==> config.mk <==
export PLATFORM = sky130hd
export DESIGN_NAME = imm_encoder
export DESIGN_NICKNAME = d
export VERILOG_FILES = /design/src/rtl/riscv_pkg.sv /design/src/rtl/imm_pack.sv /design/src/rtl/imm_encoder.sv
export SDC_FILE = /design/constraint.sdc
export NUM_CORES = 1
export LEC_CHECK = 0
export CORE_ASPECT_RATIO = 1.4
export CORE_MARGIN = 2
export CORE_UTILIZATION = 52
export CTS_CLUSTER_DIAMETER = 150
export DETAILED_ROUTE_END_ITERATION = 7
export GPL_TIMING_DRIVEN = 0
export PLACE_DENSITY = 0.85
export SLEW_MARGIN = 15
export SYNTH_ARGS = -nofsm -noshare
export SYNTH_HDL_FRONTEND = slang
export SYNTH_SLANG_ARGS = --single-unit
export TNS_END_PERCENT = 30
==> constraint.sdc <==
create_clock -name clk -period 2.9 [get_ports clk]
set_input_delay 0.725 -clock clk [delete_from_list [all_inputs] [get_ports clk]]
set_output_delay 0.725 -clock clk [all_outputs]
set_load 0.01 [all_outputs]
==> src/rtl/riscv_pkg.sv <==
// Shared RISC-V definitions: XLEN and instruction-field constants, the immediate
// format encoding, and the combinational range/alignment check for immediates.
package riscv_pkg;

    localparam int XLEN      = 32;
    localparam int INSTR_LSB = 7;

    // Immediate format selector; the 2-bit field decodes all four formats.
    typedef enum logic [1:0] {
        IMM_I = 2'b00,
        IMM_S = 2'b01,
        IMM_B = 2'b10,
        IMM_J = 2'b11
    } immsrc_e;

    // Result of checking an immediate against its target format.
    typedef struct packed {
        logic range_err;
        logic align_err;
    } imm_chk_t;

    // A value fits a signed field when every bit above the field's top bit
    // equals that top bit.  B and J targets also drop bit 0, so it must be 0.
    function automatic imm_chk_t imm_check(input immsrc_e src, input logic [XLEN-1:0] imm);
        imm_chk_t res;
        res.range_err = 1'b0;
        res.align_err = 1'b0;
        case (src)
            IMM_I, IMM_S: begin
                res.range_err = !((&imm[XLEN-1:11]) || !(|imm[XLEN-1:11]));
                res.align_err = 1'b0;
            end
            IMM_B: begin
                res.range_err = !((&imm[XLEN-1:12]) || !(|imm[XLEN-1:12]));
                res.align_err = imm[0];
            end
            IMM_J: begin
                res.range_err = !((&imm[XLEN-1:20]) || !(|imm[XLEN-1:20]));
                res.align_err = imm[0];
            end
            default: begin
                res.range_err = 1'b0;
                res.align_err = 1'b0;
            end
        endcase
        return res;
    endfunction

endpackage

==> src/rtl/imm_pack.sv <==
// Purely combinational immediate placement: scatters the low immediate bits into
// the instruction template according to the selected format.  Bits that the
// format does not own pass through from the template unchanged.
module imm_pack
    import riscv_pkg::*;
(
    input  logic [1:0]                 immsrc_i,
    input  logic [20:0]                imm_i,
    input  logic [XLEN-1:INSTR_LSB]    tmpl_i,
    output logic [XLEN-1:INSTR_LSB]    instr_o
);

    // Overlay the immediate fields onto the template for the selected format.
    always_comb begin
        instr_o = tmpl_i;
        case (immsrc_e'(immsrc_i))
            IMM_I: begin
                instr_o[31:20] = imm_i[11:0];
            end
            IMM_S: begin
                instr_o[31:25] = imm_i[11:5];
                instr_o[11:7]  = imm_i[4:0];
            end
            IMM_B: begin
                instr_o[31]    = imm_i[12];
                instr_o[7]     = imm_i[11];
                instr_o[30:25] = imm_i[10:5];
                instr_o[11:8]  = imm_i[4:1];
            end
            IMM_J: begin
                instr_o[31]    = imm_i[20];
                instr_o[19:12] = imm_i[19:12];
                instr_o[20]    = imm_i[11];
                instr_o[30:21] = imm_i[10:1];
            end
            default: begin
                instr_o = tmpl_i;
            end
        endcase
    end

endmodule

==> src/rtl/imm_encoder.sv <==
// Two-stage elastic immediate encoder.  Stage 1 captures the request and
// evaluates the range/alignment checks; stage 2 holds the packed instruction
// and error flags until downstream takes them.  Erroneous results are still
// delivered (packed from the low bits) and counted in a saturating counter.
module imm_encoder
    import riscv_pkg::*;
#(
    parameter int ERR_CNT_W = 8
) (
    input  logic                       clk,
    input  logic                       rst_n,
    input  logic                       in_valid,
    output logic                       in_ready,
    input  logic [1:0]                 Immsrc,
    input  logic [XLEN-1:0]            imm,
    input  logic [XLEN-1:INSTR_LSB]    tmpl,
    output logic                       out_valid,
    input  logic                       out_ready,
    output logic [XLEN-1:INSTR_LSB]    Instr,
    output logic                       range_err,
    output logic                       align_err,
    output logic [ERR_CNT_W-1:0]       err_cnt
);

    // Stage 1 state
    logic                       s1_valid_q,  s1_valid_d;
    logic [1:0]                 s1_immsrc_q, s1_immsrc_d;
    logic [XLEN-1:0]            s1_imm_q,    s1_imm_d;
    logic [XLEN-1:INSTR_LSB]    s1_tmpl_q,   s1_tmpl_d;

    // Stage 2 state (drives the outputs directly)
    logic                       s2_valid_q,  s2_valid_d;
    logic [XLEN-1:INSTR_LSB]    instr_q,     instr_d;
    logic                       range_err_q, range_err_d;
    logic                       align_err_q, align_err_d;

    logic [ERR_CNT_W-1:0]       err_cnt_q,   err_cnt_d;

    // Handshake / datapath helpers
    logic                       s1_en_s;
    logic                       s2_en_s;
    logic                       deliver_s;
    imm_chk_t                   s1_chk_s;
    logic [XLEN-1:INSTR_LSB]    pack_instr_s;

    // Stage enables: stage 2 may load when empty or draining; stage 1 may load
    // when empty or when its content moves on this edge.
    always_comb begin
        s2_en_s   = !s2_valid_q || out_ready;
        s1_en_s   = !s1_valid_q || s2_en_s;
        deliver_s = s2_valid_q && out_ready;
    end

    assign in_ready  = s1_en_s;
    assign out_valid = s2_valid_q;
    assign Instr     = instr_q;
    assign range_err = range_err_q;
    assign align_err = align_err_q;
    assign err_cnt   = err_cnt_q;

    // Error checks on the stage-1 registered request.
    always_comb begin
        s1_chk_s = imm_check(immsrc_e'(s1_immsrc_q), s1_imm_q);
    end

    imm_pack u_imm_pack (
        .immsrc_i (s1_immsrc_q),
        .imm_i    (s1_imm_q[20:0]),
        .tmpl_i   (s1_tmpl_q),
        .instr_o  (pack_instr_s)
    );

    // Stage 1 next state: capture a new request whenever the slot is free.
    always_comb begin
        s1_valid_d  = s1_valid_q;
        s1_immsrc_d = s1_immsrc_q;
        s1_imm_d    = s1_imm_q;
        s1_tmpl_d   = s1_tmpl_q;
        if (s1_en_s) begin
            s1_valid_d = in_valid;
            if (in_valid) begin
                s1_immsrc_d = Immsrc;
                s1_imm_d    = imm;
                s1_tmpl_d   = tmpl;
            end else begin
                s1_immsrc_d = s1_immsrc_q;
                s1_imm_d    = s1_imm_q;
                s1_tmpl_d   = s1_tmpl_q;
            end
        end else begin
            s1_valid_d = s1_valid_q;
        end
    end

    // Stage 2 next state: take the packed result from stage 1, hold while stalled.
    always_comb begin
        s2_valid_d  = s2_valid_q;
        instr_d     = instr_q;
        range_err_d = range_err_q;
        align_err_d = align_err_q;
        if (s2_en_s) begin
            s2_valid_d = s1_valid_q;
            if (s1_valid_q) begin
                instr_d     = pack_instr_s;
                range_err_d = s1_chk_s.range_err;
                align_err_d = s1_chk_s.align_err;
            end else begin
                instr_d     = instr_q;
                range_err_d = range_err_q;
                align_err_d = align_err_q;
            end
        end else begin
            s2_valid_d = s2_valid_q;
        end
    end

    // Error counter next state: count delivered results with any error, never wrap.
    always_comb begin
        err_cnt_d = err_cnt_q;
        if (deliver_s && (range_err_q || align_err_q) &&
            (err_cnt_q != {ERR_CNT_W{1'b1}})) begin
            err_cnt_d = err_cnt_q + ERR_CNT_W'(1'b1);
        end else begin
            err_cnt_d = err_cnt_q;
        end
    end

    // Stage 1 registers.
    always_ff @(posedge clk or negedge rst_n) begin
        if (!rst_n) begin
            s1_valid_q  <= 1'b0;
            s1_immsrc_q <= 2'b00;
            s1_imm_q    <= {XLEN{1'b0}};
            s1_tmpl_q   <= {(XLEN-INSTR_LSB){1'b0}};
        end else begin
            s1_valid_q  <= s1_valid_d;
            s1_immsrc_q <= s1_immsrc_d;
            s1_imm_q    <= s1_imm_d;
            s1_tmpl_q   <= s1_tmpl_d;
        end
    end

    // Stage 2 registers.
    always_ff @(posedge clk or negedge rst_n) begin
        if (!rst_n) begin
            s2_valid_q  <= 1'b0;
            instr_q     <= {(XLEN-INSTR_LSB){1'b0}};
            range_err_q <= 1'b0;
            align_err_q <= 1'b0;
        end else begin
            s2_valid_q  <= s2_valid_d;
            instr_q     <= instr_d;
            range_err_q <= range_err_d;
            align_err_q <= align_err_d;
        end
    end

    // Saturating error counter register.
    always_ff @(posedge clk or negedge rst_n) begin
        if (!rst_n) begin
            err_cnt_q <= {ERR_CNT_W{1'b0}};
        end else begin
            err_cnt_q <= err_cnt_d;
        end
    end

endmodule

==> run summary, run 1 <==
Worst-path clk slew: 90 ps
pwr dens: 694 nW/um^2
Detail Route Antenna Nets: 0
Core Footprint: 6980 sq um
vias: 2,618
leakage dissipation: 2.09 nW
setup bufs post-CTS: 0
largest net degree at the start of global routing: 61
total CTS buffers: 9
Routed WL per cell: 15.8 um
outcome: finished clean
setup ws final: 207 ps
WL final: 7780 um
initial antenna violation count: 0
Post-CTS Resized: 0
# diodes: 0
final hold violation count: 0
CP Launch Type: primary input
first-pass GRT wire length: 13,000 um
Psw: 1.01 mW
switching share of power: 29.1%
top area cells in the synthesized netlist: dfrtp_1 (60%), mux2_2 (18%), o21ai_0 (2.9%)
YS warnings: 0
IO Pins: 100
FP Rows: 36
port bufs: 92
Cell Chain, Critical Path: clkdlybuf4s50_1, nand3b_1, clkdlybuf4s50_1
Worst setup EP type: output port
Net count, final: 460
vias in the first global route: 2,806
most frequent cells in the layout: clkdlybuf4s50_1 (91), dfrtp_1 (89), mux2_2 (59)
CTS tree: built
Max Cap Viol: 0
commonest non-fill, non-tap cell in the layout: clkdlybuf4s50_1
RSZ-0062 raised after global routing: false
syn_nets: 356
CTS hold repair buffers: 0
Fmax: 371 MHz
Hold Path Class: in2async
reg-to-reg slack, setup: 1160 ps
Clock Tree Root: clkbuf_8
Die H: 104 um
post-synthesis sequential area ratio: 59.6%
post-synthesis cell area: 3740 sq um
via/cell ratio: 5.33
Fillers: 499
cells after synthesis: 288
worst-margin pin slew: 404 ps
FF+latch count, synth: 89
worst relative slew slack: 73.1%
data required time of the worst path: 2170 ps
die area: 7900 sq um
slowest library cell on the worst path: clkdlybuf4s50_1
pre-CTS worst setup slack: 211 ps
Sink Count: 89
endpoints failing setup: 0
Syn-to-layout area delta: 33.3%
Setup TNS: 0 ps
H-Tree Depth: 3
CTS Buffer Depth: 2
syn_area_per_cell: 13.0 sq um
GRT Overall Usage: 22.0%
CP dominant cell by count: clkdlybuf4s50_1
grt total ovfl: 0
sequential share of power: 49.1%
P_int: 2.45 mW
skew final: 12.2 ps
DRC: 0
WP data arrival: 1970 ps
DRT Pass-1 Iters: 4
path depth of the worst reg2reg path: 6
period utilisation layout: 92.8%
layout cells sized above 1: 22.5%
RePlAce Congestion: 0.791
worst stage delay on the critical path: 560 ps
Reg-to-Reg Start: s1_immsrc_q[0]
final worst path period need: 2690 ps
Crit Path Class: in2out
library cells used by synthesis: 32
DR iter-0 viols: 110
Slew Limit Fails: 0
Clock power frac: 22.8%
Die X: 75.7 um
crit-path max FO: 3
reg2reg end: Instr[22]
biggest area consumer among synthesized cells: dfrtp_1
clock latency on the worst-skew pair: 370 ps
Initial Utilization: 53.6%
Yosys top cell area share: 59.6%
Post-DP HPWL: 5920 um
worst vdd ir: 428 uV
combinational fraction of design power: 28.0%
-- flip-flops by register name, indices dropped and copies added, names as in the netlist --
name / cells
s1_immsrc_q: 2
s1_valid_q: 1
Instr: 25
out_valid: 1
err_cnt: 8
s1_imm_q: 32
s1_tmpl_q: 18
range_err: 1
align_err: 1
-- synth_stat cells (all sizes together) --
cell / number
a21oi: 7
xor2: 3
nand2: 27
nor2: 6
o21a: 2
nand4: 8
mux2: 59
o211ai: 1
nor3: 2
nor4: 6
buf: 10
a221oi: 1
dfrtp: 89
nand3: 2
o21ai: 22
ha: 5
nand3b: 1
mux2i: 8
nand4b: 1
a22oi: 7
o211a: 1
nor2b: 4
and3: 2
nand2b: 3
inv: 3
nor3b: 1
xnor2: 4
clkbuf: 3
-- routing by layer --
metal  vias up  track usage (%)  share of wire (%)
met2        73             36.0                 54
li1       1230                -                  -
met5         -                0                  0
met1      1300             26.3                 38
met3        15             6.49                4.8
met4         0             9.02                2.5
-- final cells by class --
cell class / count / area, sq um / share of cell area (%)
flip-flops and latches: 89 / 2230 / 44.7
multi-input cells: 183 / 1430 / 28.6
repair buffers: 93 / 946 / 19.0
clock buffers: 12 / 165 / 3.31
well taps: 95 / 119 / 2.38
plain buffers: 13 / 73.8 / 1.48
clock inverters: 3 / 15.0 / 0.301
inverters: 3 / 11.3 / 0.226
-- stage by stage --
stage	std cells	total power, mW	utilization [%]	hold slack (ps)	area [sq um]
5_1_grt	491	3.66	71.4	298	4980
3_5_place_dp	476	2.71	68.8	478	4800
3_3_place_gp	475	2.65	68.5	463	4780
4_1_cts	491	3.49	71.4	282	4980
6_report	491	3.46	71.4	282	4980
2_1_floorplan	288	2.16	-	429	3740
-- how the worst max path moves through the flow --
stage / start / to / slack, ps / cells past startpoint
after detailed placement: out_ready / in_ready / 210 / 3
after global routing: out_ready / in_ready / 160 / 3
after global placement: rst_n / s1_tmpl_q[17] / -1940 / 1
final: out_ready / in_ready / 210 / 3
after floorplan: out_ready / s1_imm_q[0] / 1130 / 4
after CTS: out_ready / in_ready / 200 / 3
-- cells by family (layout without fill, tap and decap cells) --
group	count (synthesis)	after routing	synth area share, %
mux	67	67	19.9
buf+inv	16	124	2.27
simple gates	63	63	8.53
xor+xnor	7	7	1.64
compound gates	41	41	6.42
fa+ha+maj	5	5	1.67
flops	89	89	59.6
-- critical path: cells and delay by family --
| family | cells | cell delay, ps |
|---|---|---|
| AND/OR/NAND/NOR | 1 | 190 |
| buffers and inverters | 2 | 1050 |
-- power groups by stage --
stage,clock network [mW],logic [mW],registers [mW]
final,0.790,0.969,1.70
after global routing,0.856,1.07,1.73
after CTS,0.805,0.985,1.70
after detailed placement,0,0.980,1.73
after global placement,0,0.941,1.71
after floorplan,0,0.412,1.75
No activity file was read; power rests on OpenSTA's default activity.
==> inputs of run 2 (changes only) <==
Settings changed: GPL_TIMING_DRIVEN 0 to default.
==> run summary, run 2 (synthesized netlist as in run 1, its figures left out) <==
outcome: finished clean
GRT Max-Usage Layer: met2
most frequent cells in the layout: clkdlybuf4s50_1 (91), dfrtp_1 (89), mux2_2 (59)
grt total ovfl: 0
DR iter-0 viols: 91
worst stage delay on the critical path: 560 ps
reg-to-reg slack, setup: 1070 ps
Max Cap Viol: 0
leakage dissipation: 2.06 nW
Initial Utilization: 53.6%
Die X: 75.7 um
Post-DP HPWL: 5650 um
CP Launch Type: primary input
Worst setup EP type: output port
Critical path buffers and inverters: 2
pre-CTS worst setup slack: 219 ps
setup ws final: 227 ps
Fmax: 374 MHz
total CTS buffers: 9
largest net degree at the start of global routing: 53
die area: 7900 sq um
worst-margin pin slew: 754 ps
clock latency on the worst-skew pair: 340 ps
Core Footprint: 6980 sq um
grt met2 use: 35.9%
Detail Route Antenna Nets: 0
DRC: 0
max FFs per register: 32
reg2reg end: Instr[24]
IO Pins: 100
worst relative slew slack: 49.7%
WP data arrival: 1950 ps
port bufs: 92
skew final: 9.18 ps
DRT Pass-1 Iters: 4
critical path depth: 3
slowest library cell on the worst path: clkdlybuf4s50_1
CTS tree: built
# diodes: 0
period utilisation layout: 92.2%
Reg with most FFs: s1_imm_q
pwr dens: 716 nW/um^2
via/cell ratio: 5.30
data required time of the worst path: 2170 ps
Sink Count: 89
register area: 2230 sq um
Setup TNS: 0 ps
final worst path period need: 2670 ps
Fillers: 489
setup bufs post-CTS: 0
CP startpoint: out_ready
Slew Limit Fails: 0
GRT Overall Usage: 21.1%
Reg-to-Reg Start: s1_immsrc_q[0]
Clock Tree Root: clkbuf_8
layout cells sized above 1: 21.2%
FP Rows: 36
RSZ-0062 raised after global routing: false
worst hold slack: 373 ps
Cell Chain, Critical Path: clkdlybuf4s50_1, nand3b_1, clkdlybuf4s50_1
worst setup path endpoint: in_ready
final hold violation count: 0
Net count, final: 450
critical path's top delay family: buffers and inverters
Crit Path Class: in2out
Routed WL per cell: 15.6 um
initial antenna violation count: 0
Die H: 104 um
crit-path max FO: 3
met3 Use GR: 4.65%
Worst-path clk slew: 90 ps
CTS hold repair buffers: 0
RePlAce Congestion: 0.758
Hold Path Class: in2async
endpoints failing setup: 0
vias: 2,557
Syn-to-layout area delta: 33.1%
vias in the first global route: 2,716
CTS Buffer Depth: 2
WL final: 7530 um
worst vdd ir: 461 uV
path depth of the worst reg2reg path: 5
first-pass GRT wire length: 12,700 um
CP dominant cell by count: clkdlybuf4s50_1
met1 GRT Util: 25.9%
H-Tree Depth: 3
commonest non-fill, non-tap cell in the layout: clkdlybuf4s50_1
multi-input logic area: 1430 sq um
Post-CTS Resized: 0
Design Power: 3.56 mW
[run 2: per-layer routing]
metal | part of all wire (%) | up-vias | routed length, um
met3 | 3.7 | 8 | 275
met1 | 39 | 1273 | 2950
met2 | 56 | 67 | 4230
met4 | 1.0 | 0 | 76
met5 | 0 | - | 0
li1 | - | 1209 | -
[run 2: area by class of cell]
class | instances | share of cell area [%]
Timing Repair Buffer | 96 | 19.6
Sequential cell | 89 | 44.7
Multi-Input combinational cell | 183 | 28.7
Inverter | 3 | 0.226
Tap cell | 95 | 2.39
Clock buffer | 10 | 2.56
Clock inverter | 6 | 1.84
[run 2: power by group]
| part | internal, mW | leakage [nW] | total (mW) | switching, mW |
|---|---|---|---|---|
| combinational | 0.574 | 0.904 | 0.956 | 0.383 |
| sequential | 1.50 | 1.06 | 1.70 | 0.207 |
| clock | 0.488 | 0.0991 | 0.901 | 0.413 |
[run 2: worst min-delay path by stage]
stage,start,end,cells after the start
3_3_place_gp,Instr[7],Instr[7],2
3_5_place_dp,Instr[11],Instr[11],2
5_1_grt,rst_n,Instr[9],1
4_1_cts,rst_n,Instr[9],1
2_1_floorplan,rst_n,Instr[10],0
6_report,rst_n,Instr[9],1
[run 2: through the flow]
stage,cells,instance area [sq um],util [%]
floorplan,288,3740,-
global placement,466,4760,68.2
detailed placement,466,4760,68.2
CTS,482,4980,71.3
global route,482,4980,71.3
finish,482,4980,71.3
